### config.mk
export PLATFORM = sky130hd
export DESIGN_NAME = result_accumulator
export DESIGN_NICKNAME = d
export VERILOG_FILES = /design/src/rtl/result_acc_pkg.sv /design/src/rtl/result_fifo.sv /design/src/rtl/result_accumulator.sv
export SDC_FILE = /design/constraint.sdc
export NUM_CORES = 1
export LEC_CHECK = 0
export BUFFER_PORTS_ARGS = -buffer_cell sky130_fd_sc_hd__buf_2
export CORE_UTILIZATION = 36
export DETAILED_ROUTE_END_ITERATION = 12
export GPL_TIMING_DRIVEN = 0
export PLACE_DENSITY_LB_ADDON = 0.08
export SYNTH_ARGS = -nofsm -noshare
export SYNTH_HDL_FRONTEND = slang
export SYNTH_SLANG_ARGS = --single-unit
export TNS_END_PERCENT = 50
### constraint.sdc
create_clock -name clk -period 3.1 [get_ports clk]
set_input_delay 0.31 -clock clk [delete_from_list [all_inputs] [get_ports clk]]
set_output_delay 0.31 -clock clk [all_outputs]
set_load 0.01 [all_outputs]
### src/rtl/result_acc_pkg.sv
// Shared defaults and width helper for the result accumulator slice.
package result_acc_pkg;

    localparam int RA_W     = 12;
    localparam int RA_N     = 4;
    localparam int RA_DEPTH = 4;

    // Group-sum width large enough that n full-scale w-bit results never wrap.
    function automatic int acc_width(input int w, input int n);
        return w + $clog2(n);
    endfunction

endpackage

### src/rtl/result_fifo.sv
// Synchronous FIFO with level-counter occupancy; pointers wrap modulo DEPTH.
module result_fifo #(
    parameter  int WIDTH = 8,
    parameter  int DEPTH = 4,
    localparam int LVL_W = $clog2(DEPTH + 1)
) (
    input  logic             clk,
    input  logic             rst_n,
    input  logic             push,
    input  logic [WIDTH-1:0] push_data,
    input  logic             pop,
    output logic [WIDTH-1:0] head_data,
    output logic [LVL_W-1:0] level,
    output logic             full,
    output logic             empty
);

    localparam int PTR_W = (DEPTH > 1) ? $clog2(DEPTH) : 1;

    logic [WIDTH-1:0] mem_q [DEPTH];
    logic [PTR_W-1:0] wr_ptr_q, wr_ptr_d;
    logic [PTR_W-1:0] rd_ptr_q, rd_ptr_d;
    logic [LVL_W-1:0] level_q, level_d;
    logic             do_push, do_pop;

    function automatic logic [PTR_W-1:0] ptr_inc(input logic [PTR_W-1:0] p);
        return (p == PTR_W'(DEPTH - 1)) ? '0 : p + 1'b1;
    endfunction

    assign empty     = (level_q == '0);
    assign full      = (level_q == LVL_W'(DEPTH));
    assign level     = level_q;
    assign head_data = mem_q[rd_ptr_q];

    // A push into a full FIFO is legal only when the head leaves in the same cycle.
    assign do_pop  = pop && !empty;
    assign do_push = push && (!full || do_pop);

    always_comb begin
        wr_ptr_d = do_push ? ptr_inc(wr_ptr_q) : wr_ptr_q;
        rd_ptr_d = do_pop  ? ptr_inc(rd_ptr_q) : rd_ptr_q;
        level_d  = level_q;
        if (do_push && !do_pop) begin
            level_d = level_q + 1'b1;
        end else if (do_pop && !do_push) begin
            level_d = level_q - 1'b1;
        end
    end

    always_ff @(posedge clk) begin
        if (!rst_n) begin
            wr_ptr_q <= '0;
            rd_ptr_q <= '0;
            level_q  <= '0;
        end else begin
            wr_ptr_q <= wr_ptr_d;
            rd_ptr_q <= rd_ptr_d;
            level_q  <= level_d;
        end
    end

    always_ff @(posedge clk) begin
        if (rst_n && do_push) begin
            mem_q[wr_ptr_q] <= push_data;
        end
    end

endmodule

### src/rtl/result_accumulator.sv
// Sums every N upstream results into a widened group total and queues totals for a ready/valid consumer.
module result_accumulator
    import result_acc_pkg::*;
#(
    parameter  int W     = RA_W,
    parameter  int N     = RA_N,
    parameter  int DEPTH = RA_DEPTH,
    localparam int ACC_W = acc_width(W, N),
    localparam int LVL_W = $clog2(DEPTH + 1)
) (
    input  logic             clk,
    input  logic             rst_n,
    input  logic             in_valid,
    input  logic [W-1:0]     in_y,
    output logic             out_valid,
    input  logic             out_ready,
    output logic [ACC_W-1:0] out_sum,
    output logic [LVL_W-1:0] fifo_level,
    output logic             overflow
);

    localparam int CNT_W = (N > 1) ? $clog2(N) : 1;

    logic [ACC_W-1:0] acc_q, acc_d;
    logic [CNT_W-1:0] cnt_q, cnt_d;
    logic             overflow_q, overflow_d;
    logic [ACC_W-1:0] sum_next;
    logic [ACC_W-1:0] head_data;
    logic             last, grp_done, pop, push, full, empty;

    assign sum_next = acc_q + ACC_W'(in_y);
    assign last     = (cnt_q == CNT_W'(N - 1));
    assign grp_done = in_valid && last;
    assign pop      = out_valid && out_ready;
    assign push     = grp_done && (!full || pop);

    always_comb begin
        acc_d      = acc_q;
        cnt_d      = cnt_q;
        overflow_d = overflow_q;
        if (in_valid) begin
            if (last) begin
                acc_d = '0;
                cnt_d = '0;
            end else begin
                acc_d = sum_next;
                cnt_d = cnt_q + 1'b1;
            end
        end
        // A completed group with nowhere to go is dropped, and that is remembered.
        if (grp_done && full && !pop) begin
            overflow_d = 1'b1;
        end
    end

    always_ff @(posedge clk) begin
        if (!rst_n) begin
            acc_q      <= '0;
            cnt_q      <= '0;
            overflow_q <= 1'b0;
        end else begin
            acc_q      <= acc_d;
            cnt_q      <= cnt_d;
            overflow_q <= overflow_d;
        end
    end

    result_fifo #(
        .WIDTH (ACC_W),
        .DEPTH (DEPTH)
    ) u_fifo (
        .clk       (clk),
        .rst_n     (rst_n),
        .push      (push),
        .push_data (sum_next),
        .pop       (pop),
        .head_data (head_data),
        .level     (fifo_level),
        .full      (full),
        .empty     (empty)
    );

    assign out_valid = !empty;
    assign out_sum   = out_valid ? head_data : '0;
    assign overflow  = overflow_q;

endmodule

# Yosys cells after proc, flatten, opt, wreduce, memory -nomap -nowiden
# Memory sizes are Yosys's and may differ from the RTL's. A register that Yosys moved wholly into a read port is not among the register bits.
# Index checks and enable logic that the tools add are counted.
# totals
ff_bits,24
ram_bits,56
in_bits,16
output_inout_bits,19
n_memories,1
# memory_table
name,depth,word_bits,read_ports,rd_ports_with_merged_regs,wr,line_no,rtl
u_fifo.mem_q,4,14,1,1,1,result_fifo.sv:20,logic [WIDTH-1:0] mem_q [DEPTH];
# op_classes
addsub,6
eq_ne,4
muxes,11
reduce_logical,19
# op_table
cell,count
$mux 14,2
$add 14x12->14,1
$logic_and 1x1->1,10
$mux 2,5
$add 2x1->2 const B,3
$eq 2x2->1 const B,3
$mux 3,2
$logic_not 1->1,5
$add 3x1->3 const B,1
$eq 3x3->1 const B,1
$logic_not 3->1,1
$sub 3x1->3 const B,1
$logic_or 1x1->1,2
$mux 1,2
$reduce_bool 2->1,1

# Logic depth before layout (Yosys ltp)
# Gate-level depths: netlist of run 1.
# logic_depth
word_depth,10
mapped_depth,9
mapped_depth_nobuf,9

# Hierarchy
# Synthesis of run 1 repeated with hierarchy kept, for this count alone.
# unflattened
hier_cells,308
area_unflattened_um2,4028.9
# by_module_without_submodules
mod,instances,cells_each,area_each_um2,seq_area_each_um2
result_fifo,1,123,2544.9,1861.8
result_accumulator,1,185,1483.9,340.3

# Least setup slack after synthesis of run 1
# OpenSTA, ideal clock, no wires.
# synth_timing
kind,flip-flop to flip-flop
start,reg cnt_q[0]
end,"reg u_fifo.level_q[2], in the netlist u_fifo.level[2]"
setup_ns,0.070
arrival_time_ns,2.152
t_required_ns,3.030
setup_slack_ns,0.877
stages_incl_launch_ff,10
path_buffers,0
period_less_slack_ns,2.223
cell_sequence,dfxtp_1 > ha_1 > nand2_1 > nor2_1 > ha_1 > inv_1 > fa_1 > xor2_1 > or3_1 > a21oi_1
# synth_via
elab_chain_cells,7
elab_cells_between_ends,9
cone_classes,eq/ne (1); mux (1); reduce/logical (7)
# synth_rtl
element,line_no,rtl
"start, declared",result_accumulator.sv:25,"logic [CNT_W-1:0] cnt_q, cnt_d;"
"start signal, assigned",result_accumulator.sv:63,cnt_q <= cnt_d;
$eq 2x2->1 (*),result_accumulator.sv:32,assign last = (cnt_q == CNT_W'(N - 1));
$logic_and 1x1->1 (*),result_accumulator.sv:33,assign grp_done = in_valid && last;
$logic_and 1x1->1 (*),result_accumulator.sv:35,assign push = grp_done && (!full || pop);
$logic_and 1x1->1 (*),result_fifo.sv:37,assign do_push = push && (!full || do_pop);
$logic_not 1->1,result_fifo.sv:45,end else if (do_pop && !do_push) begin
$logic_and 1x1->1,result_fifo.sv:45,
$reduce_bool 2->1 (no source line),-,
"end signal, assigned",result_fifo.sv:58,level_q <= level_d;
"end, declared",result_fifo.sv:23,"logic [LVL_W-1:0] level_q, level_d;"
# Mark *: on every way between the ends. The rest lies on a longest branch, timed or not.
# A chain may end at the register's enable or synchronous reset.

# Worst setup path after layout of run 1
# Same ends and word-level chain as after synthesis.

==> qor.txt, run 1 <==
==============================================================================
Commonest register cell after synthesis                           sky130_fd_sc_hd__edfxtp_1
Number of buffers inserted during clock tree synthesis                       9
Layout fillers                                                            1005
Number of vias in the routed layout                                       2426
Layout cell share with drive strength beyond 1                           21.0%
Final Critical Period                                                  2540 ps
Leading area contributor after synthesis                          sky130_fd_sc_hd__edfxtp_1
Post-synth ARST share                                                       0%
Critical path required time                                            3370 ps
Status                                                            finished, final reports clean
Layout net count                                                           385
Min-delay worst type                                                    in2reg
Initial antenna violation count                                              0
TritonCTS clock tree                                                     built
Count of antenna-violating nets left after detailed routing                  0
Overall Power                                                          3.16 mW
Wire length after detailed routing                                     7.71 mm
Share of power burned in combinational logic                             30.5%
Die ar.                                                              11300 um2
Maximum achievable frequency                                           394 MHz
Detailed placement HPWL                                                5.43 mm
Global placement routability congestion                                  0.765
Leakage power                                                          1.68 nW
FF-to-FF path depth                                                          9
DRC violations left                                                          0
Area of the mapped netlist                                            3910 um2
Flip-flop and latch count after synthesis                                   82
End point of the critical path                                    u_fifo.level[2]
Area growth from synthesis to layout                                     14.6%
Max_slew headroom                                                        50.3%
Post-synth EDFFs                                                            56
Max Root-Sink Buffers                                                        2
Sum Neg Setup Slack                                                       0 ps
CTS clock-pin slew for the worst setup and hold paths                    80 ps
Final Max Tran Viols                                                         0
Destination of the worst register-to-register timing path         u_fifo.level[2]
Global-route wire length before repair                                 12.7 mm
Synth top area share                                                     43.0%
Global-route usage over all layers                                       14.9%
Syn Nets                                                                   340
Internal reg-to-reg setup slack                                         560 ps
Worst flop-to-flop path startpoint                                    cnt_q[0]
Setup bufs post-CTS                                                          0
Average wire per standard cell                                         15.8 um
Insertion delay to the later sink of the worst-skew pair                350 ps
Y dimension of the die                                                  106 um
Unrepaired setup endpoints after global routing                             no
Power per cell area                                                 705 nW/um2
Mean Syn Cell Area                                                    12.9 um2
Launching instance or port of the critical path                       cnt_q[0]
Vias/cell                                                                 4.96
Count of max-cap constraint violations                                       0
Critical path type                                                     reg2reg
Initial core utilization                                                 37.6%
Final setup violating endpoints                                              0
Commonest cells in the netlist                                    56 x sky130_fd_sc_hd__edfxtp_1, 26 x sky130_fd_sc_hd__dfxtp_1, 25 x sky130_fd_sc_hd__nor2_1, 22 x sky130_fd_sc_hd__a21oi_1, 19 x sky130_fd_sc_hd__ha_1
Count of endpoints failing hold in the final timing report                   0
Kind of capture point of the worst setup path                        flip-flop
Die W                                                                   106 um
Data arrival at the endpoint of the critical path                      2810 ps
Top cells by area in the synthesized netlist                      sky130_fd_sc_hd__edfxtp_1 43%, sky130_fd_sc_hd__dfxtp_1 13%, sky130_fd_sc_hd__mux4_2 8.1%
Skew final                                                             9.19 ps
Via count of the first global-routing pass                                2466
Gates resized, CTS repair                                                    0
Drt initial violations                                                     124
Largest net degree at the start of global routing                           16
Proportion of synthesized chip area in sequential cells                  56.3%
Number of iterations in the first detailed-routing pass                      4
Fraction of power spent switching nets                                   30.6%
Clock group share of total power                                         27.6%
Level count of the clock H-tree                                              3
Crit Path Max Fanout                                                         8
Antenna cells                                                                0
Core area                                                            10400 um2
Clock root buffer                                                 sky130_fd_sc_hd__clkbuf_8
Number of port buffers                                                      34
Worst-margin pin slew                                                   745 ps
Worst vdd ir                                                          0.250 mV
Count leader, synth                                               sky130_fd_sc_hd__edfxtp_1
Count of hold-fix buffers inserted at cts                                    0
Sinks on Clock Net                                                          82
GRT Residual Overflow                                                        0
Number of distinct library cells after synthesis                            47
Number of cell rows                                                         37
Post-route fraction of the period consumed by the critical path          81.9%
Sequential share of power                                                41.9%
Synthesized netlist cell count                                             303
Number of top-level design ports                                            35
Number of warnings issued by yosys                                           0
Startpoint type of the worst setup path                              flip-flop
Internal Power                                                         2.19 mW
Switch Pwr                                                            0.969 mW
==============================================================================
## kinds of logic after synthesis
| kind of cell | after synthesis | share of synthesized area [%] |
|---|---|---|
| adders and majority gates | 21 | 7.10 |
| buffers and inverters | 18 | 1.82 |
| xor gates and xnor gates | 7 | 1.57 |
| and+or+nand+nor | 100 | 13.8 |
| AOI/OAI and AO/OA | 54 | 9.59 |
| muxes | 21 | 9.85 |
| DFF | 82 | 56.3 |
## worst min path at each step
| stage | start | endpoint | slack [ps] | cells past startpoint |
|---|---|---|---|---|
| global route | in_valid | acc_q[0] | 400 | 3 |
| floorplan | acc_q[11] | acc_q[11] | 430 | 2 |
| finish | out_ready | overflow | 380 | 4 |
| detailed placement | acc_q[11] | acc_q[11] | 450 | 2 |
| global placement | acc_q[11] | acc_q[11] | 450 | 2 |
| CTS | out_ready | overflow | 360 | 4 |
## worst max-delay path, stage by stage (launching register included)
cell                      delay [ps]
sky130_fd_sc_hd__dfxtp_1         370
sky130_fd_sc_hd__ha_1            350
sky130_fd_sc_hd__nand2_1          90
sky130_fd_sc_hd__nor2_1          370
sky130_fd_sc_hd__ha_1            270
sky130_fd_sc_hd__inv_1            60
sky130_fd_sc_hd__fa_1            370
sky130_fd_sc_hd__xor2_1          160
sky130_fd_sc_hd__or3_1           300
sky130_fd_sc_hd__a21oi_1         140
## power by group through the flow
stage | Sequential [mW] | Combinational (mW) | Clock, mW
6_report | 1.33 | 0.964 | 0.873
2_1_floorplan | 1.35 | 0.677 | 0
5_1_grt | 1.34 | 1.09 | 0.942
3_5_place_dp | 1.35 | 0.986 | 0
3_3_place_gp | 1.35 | 0.968 | 0
4_1_cts | 1.33 | 0.988 | 0.900
## routing by layer
| layer | part of all wire [%] | GRT usage [%] |
|---|---|---|
| met2 | 47 | 24.0 |
| met4 | 1.1 | 5.65 |
| met3 | 2.0 | 2.08 |
| met1 | 50 | 20.4 |
| met5 | 0 | 0 |
## cell usage in the layout, fill, tap and decap left out, drive strengths merged, types with 2 or more instances in the layout
master / n
nor2: 25
edfxtp: 56
a32o: 2
nand3b: 4
fa: 2
mux4: 14
clkbuf: 18
inv: 12
buf: 35
o21a: 2
xor2: 3
nand4: 2
or3: 8
nand2b: 6
and3: 6
a21oi: 22
mux2i: 7
nor3: 2
nand2: 13
a21o: 3
nand3: 5
and2: 19
dfxtp: 26
nor2b: 5
o211ai: 2
nor4b: 2
ha: 19
o21ai: 10
xnor2: 4
o31ai: 2
## final cells by class
cell class	count	area, um2	area share (%)
Sequential cell	82	2200	49.1
Multi-Input combinational cell	203	1640	36.6
Clock buffer	12	178	3.96
Timing Repair Buffer	34	170	3.79
Tap cell	136	170	3.79
Clock inverter	4	55.1	1.23
Inverter	11	41.3	0.920
Buffer	7	30.0	0.669
## flip-flops by register name, indices dropped and copies added (netlist names), named ones only
signal and flops:
u_fifo.mem_q 56, overflow 1, cnt_q 2, u_fifo.rd_ptr_q 2, acc_q 14, u_fifo.wr_ptr_q 2, u_fifo.level 3
## metrics by stage
stage	cell area (um2)	instances	util, %	setup slack [ps]	hold WS, ps
floorplan	3910	303	-	877	429
global placement	4250	473	40.8	600	447
detailed placement	4250	473	40.8	541	450
CTS	4490	489	43.1	523	360
global route	4490	489	43.1	321	401
finish	4490	489	43.1	561	379
No activity file was read; power rests on OpenSTA's default activity.
==> run 2: changes to the inputs <==
==> constraint.sdc (replaced) <==
create_clock -name clk -period 2.15 [get_ports clk]
set_input_delay 0.215 -clock clk [delete_from_list [all_inputs] [get_ports clk]]
set_output_delay 0.215 -clock clk [all_outputs]
set_load 0.01 [all_outputs]
==> qor.txt, run 2 (synthesized netlist as in run 1, its figures left out) <==
==============================================================================
Status                                                            finished, final reports clean
Min-delay worst type                                                    in2reg
Critical path type                                                     reg2reg
Skew final                                                             9.72 ps
Y dimension of the die                                                  106 um
Number of top-level design ports                                            35
Detailed placement HPWL                                                5.29 mm
Crit Path Max Fanout                                                         4
Worst-margin pin slew                                                   716 ps
Cell family with the largest share of critical-path delay         simple AND/OR/NAND/NOR gates
Hold Crit Start                                                       in_valid
Vias/cell                                                                 4.89
Max Root-Sink Buffers                                                        2
Drt initial violations                                                      98
Sinks on Clock Net                                                          82
Top reg by flops                                                  u_fifo.mem_q
Number of iterations in the first detailed-routing pass                      4
Level count of the clock H-tree                                              3
TritonCTS clock tree                                                     built
Layout fillers                                                             945
Final Critical Period                                                  2080 ps
Insertion delay to the later sink of the worst-skew pair                350 ps
CTS clock-pin slew for the worst setup and hold paths                    90 ps
Max_slew headroom                                                        52.3%
Final Max Tran Viols                                                         0
Critical Path, Cell by Cell                                       ha_2 -> inv_2 -> fa_2 -> nor2b_4 -> o31ai_4 -> a21oi_2 -> or3_4 -> and2_4
Global placement routability congestion                                  0.753
Post-layout util                                                         45.0%
Data arrival at the endpoint of the critical path                      2190 ps
Worst path setup slack after routing                                   73.8 ps
Most common library cell in the layout ignoring fill and taps     sky130_fd_sc_hd__edfxtp_1
Post-route fraction of the period consumed by the critical path          96.6%
Count of max-cap constraint violations                                       0
FF-to-FF path depth                                                          8
Crit path buffers/inverters                                                  1
Maximum achievable frequency                                           482 MHz
Number of cell rows                                                         37
Slowest cell on the critical path                                 sky130_fd_sc_hd__or3_4
Global-route wire length before repair                                 12.2 mm
Count of endpoints failing hold in the final timing report                   0
Top library cells by usage in the layout, fill and taps aside     56 x sky130_fd_sc_hd__edfxtp_1, 34 x sky130_fd_sc_hd__buf_2, 24 x sky130_fd_sc_hd__nor2_1
GRT Residual Overflow                                                        0
Via count of the first global-routing pass                                2319
Power per cell area                                                 987 nW/um2
Wire length after detailed routing                                     7.57 mm
Number of vias in the routed layout                                       2438
Count of antenna-violating nets left after detailed routing                  0
Layout net count                                                           395
Leakage power                                                          1.75 nW
Number of buffers inserted during clock tree synthesis                       9
Largest net degree at the start of global routing                           16
Number of port buffers                                                      34
Worst setup slack after placement                                      -260 ps
Global-route usage over all layers                                       14.6%
Post-place instance area                                              4260 um2
Initial antenna violation count                                              0
Unrepaired setup endpoints after global routing                             no
Overall Power                                                          4.62 mW
WHS Endpoint                                                          acc_q[0]
Antenna cells                                                                0
Average wire per standard cell                                         15.2 um
Critical path required time                                            2260 ps
Startpoint type of the worst setup path                              flip-flop
Internal reg-to-reg setup slack                                          70 ps
Kind of capture point of the worst setup path                        flip-flop
Number of flip-flops under the largest register name                        56
Core area                                                            10400 um2
Layout cell share with drive strength beyond 1                           30.9%
Area growth from synthesis to layout                                     19.7%
Number of cells on the worst hold path                                       3
Die ar.                                                              11300 um2
Clock root buffer                                                 sky130_fd_sc_hd__clkbuf_8
Die W                                                                   106 um
Final setup violating endpoints                                              0
Non-Filler Cell Area, Final                                           4690 um2
Worst vdd ir                                                          0.436 mV
DRC violations left                                                          0
Destination of the worst register-to-register timing path         u_fifo.mem_q[1][10]
Worst flop-to-flop path startpoint                                    acc_q[0]
Delay of the slowest cell on the worst path                             380 ps
Initial core utilization                                                 37.6%
==============================================================================
==> run 2: changes by cell type in the layout (fill, tap and decap cells not counted), moves of 3 or more <==
cell	delta
sky130_fd_sc_hd__buf_4	+10
sky130_fd_sc_hd__dfxtp_1	-5
sky130_fd_sc_hd__ha_1	-5
sky130_fd_sc_hd__ha_4	+4
sky130_fd_sc_hd__clkbuf_1	-3
sky130_fd_sc_hd__dfxtp_2	+3
==> run 2: how the worst max path moves through the flow <==
stage	start	endpoint	depth (start not counted)
after detailed placement	cnt_q[0]	u_fifo.level[2]	9
final	acc_q[0]	u_fifo.mem_q[1][10]	8
after global routing	acc_q[4]	u_fifo.mem_q[0][7]	7
after floorplan	u_fifo.level[0]	u_fifo.level[2]	8
after CTS	acc_q[0]	u_fifo.mem_q[2][10]	8
after global placement	cnt_q[0]	u_fifo.level[2]	9
==> run 2: metrics by stage <==
step,TNS [ps],instances,hold slack [ps]
6_report,0,499,288
2_1_floorplan,0,303,392
5_1_grt,0,499,288
3_3_place_gp,-661,473,441
3_5_place_dp,-1870,473,458
4_1_cts,0,495,260
==> run 2: area by class of cell <==
cell class,instances,area (um2),share of cell area [%]
buffer,6,31.3,0.668
clock buffer,9,124,2.64
multi-input combinational,203,1780,37.9
tap,136,170,3.63
sequential,82,2210,47.2
inverter,11,41.3,0.881
timing repair buffer,45,253,5.39
clock inverter,7,76.3,1.63
==> run 2: what timing repair did <==
item	in CTS	in global routing
gates resized for setup	16	21
setup buffers	7	4
pin swaps	4	7
setup endpoints to repair	88	51
hold buffers	0	0
==> run 2: layer usage <==
layer | vias to the layer above | share of wire [%] | GRT usage (%)
li1 | 1241 | - | -
met3 | 8 | 2.4 | 2.39
met2 | 34 | 46 | 22.4
met5 | - | 0 | 0
met4 | 0 | 1.5 | 5.95
met1 | 1155 | 50 | 20.5
==> run 2: worst register-to-register path, cell delays in order (launching register included) <==
cell and delay, ps:
sky130_fd_sc_hd__dfxtp_1 320, sky130_fd_sc_hd__ha_2 180, sky130_fd_sc_hd__inv_2 60, sky130_fd_sc_hd__fa_2 230
sky130_fd_sc_hd__nor2b_4 60, sky130_fd_sc_hd__o31ai_4 320, sky130_fd_sc_hd__a21oi_2 110, sky130_fd_sc_hd__or3_4 380
sky130_fd_sc_hd__and2_4 180
==> run 2: power breakdown <==
group	internal, mW	leakage, nW	switching [mW]
logic	0.760	0.938	0.768
clock network	0.545	0.0962	0.593
registers	1.86	0.717	0.100
total	3.16	1.75	1.46
==> run 3: changes to the inputs <==
--- a/config.mk
+++ b/config.mk
@@ -12,5 +12,6 @@
 export PLACE_DENSITY_LB_ADDON = 0.08
 export SYNTH_ARGS = -nofsm -noshare
 export SYNTH_HDL_FRONTEND = slang
+export SYNTH_HIERARCHICAL = 1
 export SYNTH_SLANG_ARGS = --single-unit
 export TNS_END_PERCENT = 50
==> qor.txt, run 3 <==
==============================================================================
Status                                                            finished, final reports clean
Area growth from synthesis to layout                                     22.6%
Number of vias in the routed layout                                       2546
Global-route layer with the greatest usage                                met2
Vias/cell                                                                 4.95
Clock root buffer                                                 sky130_fd_sc_hd__clkbuf_8
Die ar.                                                              11600 um2
GRT Residual Overflow                                                        0
Number of top-level design ports                                            35
Syn Nets                                                                   345
Startpoint type of the worst setup path                              flip-flop
Flip-flop and latch count after synthesis                                   82
Top library cells by usage in the layout, fill and taps aside     56 x sky130_fd_sc_hd__edfxtp_1, 35 x sky130_fd_sc_hd__buf_2, 29 x sky130_fd_sc_hd__nor2b_1
Average wire per standard cell                                         16.1 um
Unrepaired setup endpoints after global routing                            yes
Top cells by area in the synthesized netlist                      sky130_fd_sc_hd__edfxtp_1 42%, sky130_fd_sc_hd__dfxtp_1 13%, sky130_fd_sc_hd__ha_1 5.9%
Count of endpoints failing hold in the final timing report                   0
Critical path required time                                            2430 ps
Post-route fraction of the period consumed by the critical path          99.0%
Layout net count                                                           406
Detailed placement HPWL                                                5.68 mm
Most common library cell in the layout ignoring fill and taps     sky130_fd_sc_hd__edfxtp_1
Leakage power                                                          1.85 nW
Slowest cell on the critical path                                 sky130_fd_sc_hd__dfxtp_4
Non-Filler Cell Area, Final                                           4940 um2
Crit Path Max Fanout                                                         3
Number of warnings issued by yosys                                           6
Layout cell share with drive strength beyond 1                           34.2%
Insertion delay to the later sink of the worst-skew pair                360 ps
Count of antenna-violating nets left after detailed routing                  0
Leading area contributor after synthesis                          sky130_fd_sc_hd__edfxtp_1
Layout fillers                                                            1015
Initial antenna violation count                                              0
Min-delay worst type                                                    in2reg
Skew final                                                             10.4 ps
Number of flip-flops under the largest register name                        56
Global-route usage over all layers                                       15.3%
Global-route met2 utilization                                            24.6%
Number of cell rows                                                         38
Drt initial violations                                                      75
Core area                                                            10900 um2
Delay of the slowest cell on the worst path                             390 ps
Kind of capture point of the worst setup path                        flip-flop
Global-route wire length before repair                                 12.9 mm
Critical Path, Cell by Cell                                       buf_12 -> nor3b_2 -> a21oi_2 -> a21boi_4 -> ha_2 -> inv_2 -> fa_2 -> xor2_1 -> or3_1 -> a21boi_1
CTS clock-pin slew for the worst setup and hold paths                    80 ps
Met1 usage                                                               20.3%
Antenna cells                                                                0
Die W                                                                   108 um
Worst-margin pin slew                                                   552 ps
Sinks on Clock Net                                                          82
Number of distinct library cells after synthesis                            52
Synth top area share                                                     41.7%
Number of buffers inserted during clock tree synthesis                       9
Y dimension of the die                                                  108 um
Global placement routability congestion                                  0.738
Number of port buffers                                                      34
Sum Neg Setup Slack                                                       0 ps
Worst vdd ir                                                          0.346 mV
Overall Power                                                          3.73 mW
Maximum achievable frequency                                           470 MHz
Commonest register cell after synthesis                           sky130_fd_sc_hd__edfxtp_1
Commonest cells in the netlist                                    56 x sky130_fd_sc_hd__edfxtp_1, 30 x sky130_fd_sc_hd__nor2b_1, 26 x sky130_fd_sc_hd__dfxtp_1, 19 x sky130_fd_sc_hd__ha_1, 18 x sky130_fd_sc_hd__nand2_1
Largest net degree at the start of global routing                           16
TritonCTS clock tree                                                     built
Initial core utilization                                                 37.0%
Max Root-Sink Buffers                                                        2
Via count of the first global-routing pass                                2501
Final setup violating endpoints                                              0
Synthesized netlist cell count                                             308
Count of max-cap constraint violations                                       0
Max_slew headroom                                                        63.1%
Level count of the clock H-tree                                              3
Post-synth EDFFs                                                            56
Final Max Tran Viols                                                         0
Wire length after detailed routing                                     8.27 mm
Data arrival at the endpoint of the critical path                      2410 ps
Area of the mapped netlist                                            4030 um2
Final Critical Period                                                  2130 ps
Count leader, synth                                               sky130_fd_sc_hd__edfxtp_1
Top reg by flops                                                  u_fifo/mem_q
Power per cell area                                                 755 nW/um2
Met3 Use GR                                                              2.18%
Number of iterations in the first detailed-routing pass                      4
DRC violations left                                                          0
Critical path type                                                     reg2reg
Post-synth ARST share                                                       0%
Proportion of synthesized chip area in sequential cells                  54.7%
Mean Syn Cell Area                                                    13.1 um2
Post-place instance area                                              4420 um2
==============================================================================
[run 3: cell count changes in the layout (fill, tap and decap cells not counted), sizes merged, moves of 3 or more]
cell	delta
a21boi	+7
and2	-13
a21oi	-4
buf	+9
nor2	-19
nand2	+5
o211ai	+3
nor2b	+25
[run 3: worst paths after layout]
path / slack [ps] / startpoint / depth (start not counted) / endpoint
setup / recovery: 20 / u_fifo/level[0] / 10 / u_fifo/level[2]
hold / removal: 230 / in_y[0] / 2 / u_fifo/mem_q[0][0]
setup reg to reg: 20 / u_fifo/level[0] / 10 / u_fifo/level[2]
hold reg to reg: 480 / acc_q[8] / 1 / acc_q[8]
[run 3: timing repair]
item,CTS,global route
hold endpoints to repair,0,0
setup endpoints to repair,75,77
hold buffers,0,0
buffers inserted,11,7
resized for setup,18,22
pin swaps,7,12
[run 3: cell type report]
| cell class | instances | area (um2) | area share (%) |
|---|---|---|---|
| plain buffers | 9 | 58.8 | 1.19 |
| clock buffers | 9 | 124 | 2.51 |
| clock inverters | 7 | 101 | 2.05 |
| inverters | 12 | 45.0 | 0.912 |
| multi-input cells | 203 | 1900 | 38.5 |
| flip-flops and latches | 82 | 2220 | 44.9 |
| well taps | 140 | 175 | 3.55 |
| repair buffers | 52 | 318 | 6.43 |
[run 3: critical path: cells and delay by family (launching register included)]
family	cells	cell delay, ps
and+or+nand+nor	2	360
xor gates and xnor gates	1	150
AOI/OAI and AO/OA	3	450
buffers and inverters	2	150
DFF	1	390
adders and majority gates	2	540
[run 3: logic make-up (layout without fill, tap and decap cells)]
family / Yosys count / after routing / synth area share, %
AND/OR/NAND/NOR: 96 / 96 / 13.8
XOR/XNOR: 7 / 7 / 1.52
flip-flops: 82 / 82 / 54.7
multiplexers: 20 / 20 / 9.69
adder cells (fa/ha/maj): 21 / 21 / 6.89
AO/OA/AOI/OAI: 59 / 59 / 10.7
buffers and inverters: 23 / 89 / 2.76
[run 3: report_power, final]
group          internal, mW  switching (mW)  total, mW  leakage, nW
logic                 0.276           0.374      0.650         1.02
clock network         0.666           0.594       1.26        0.112
registers              1.80          0.0259       1.82        0.719
[run 3: metal layers]
layer / part of all wire, % / vias to the layer above / wire length (um)
li1: - / 1281 / -
met1: 48 / 1227 / 3970
met3: 1.9 / 11 / 154
met4: 1.7 / 0 / 139
met2: 48 / 27 / 4010
met5: 0 / - / 0
[run 3: metrics by stage]
step	setup WS (ps)	std cells	utilization [%]	hold slack (ps)
after detailed placement	-556	482	40.6	462
final	20.6	514	45.4	226
after CTS	7.29	508	44.1	240
after global routing	-89.6	514	45.4	212
after global placement	-457	482	40.6	456
after floorplan	-24.7	308	-	369
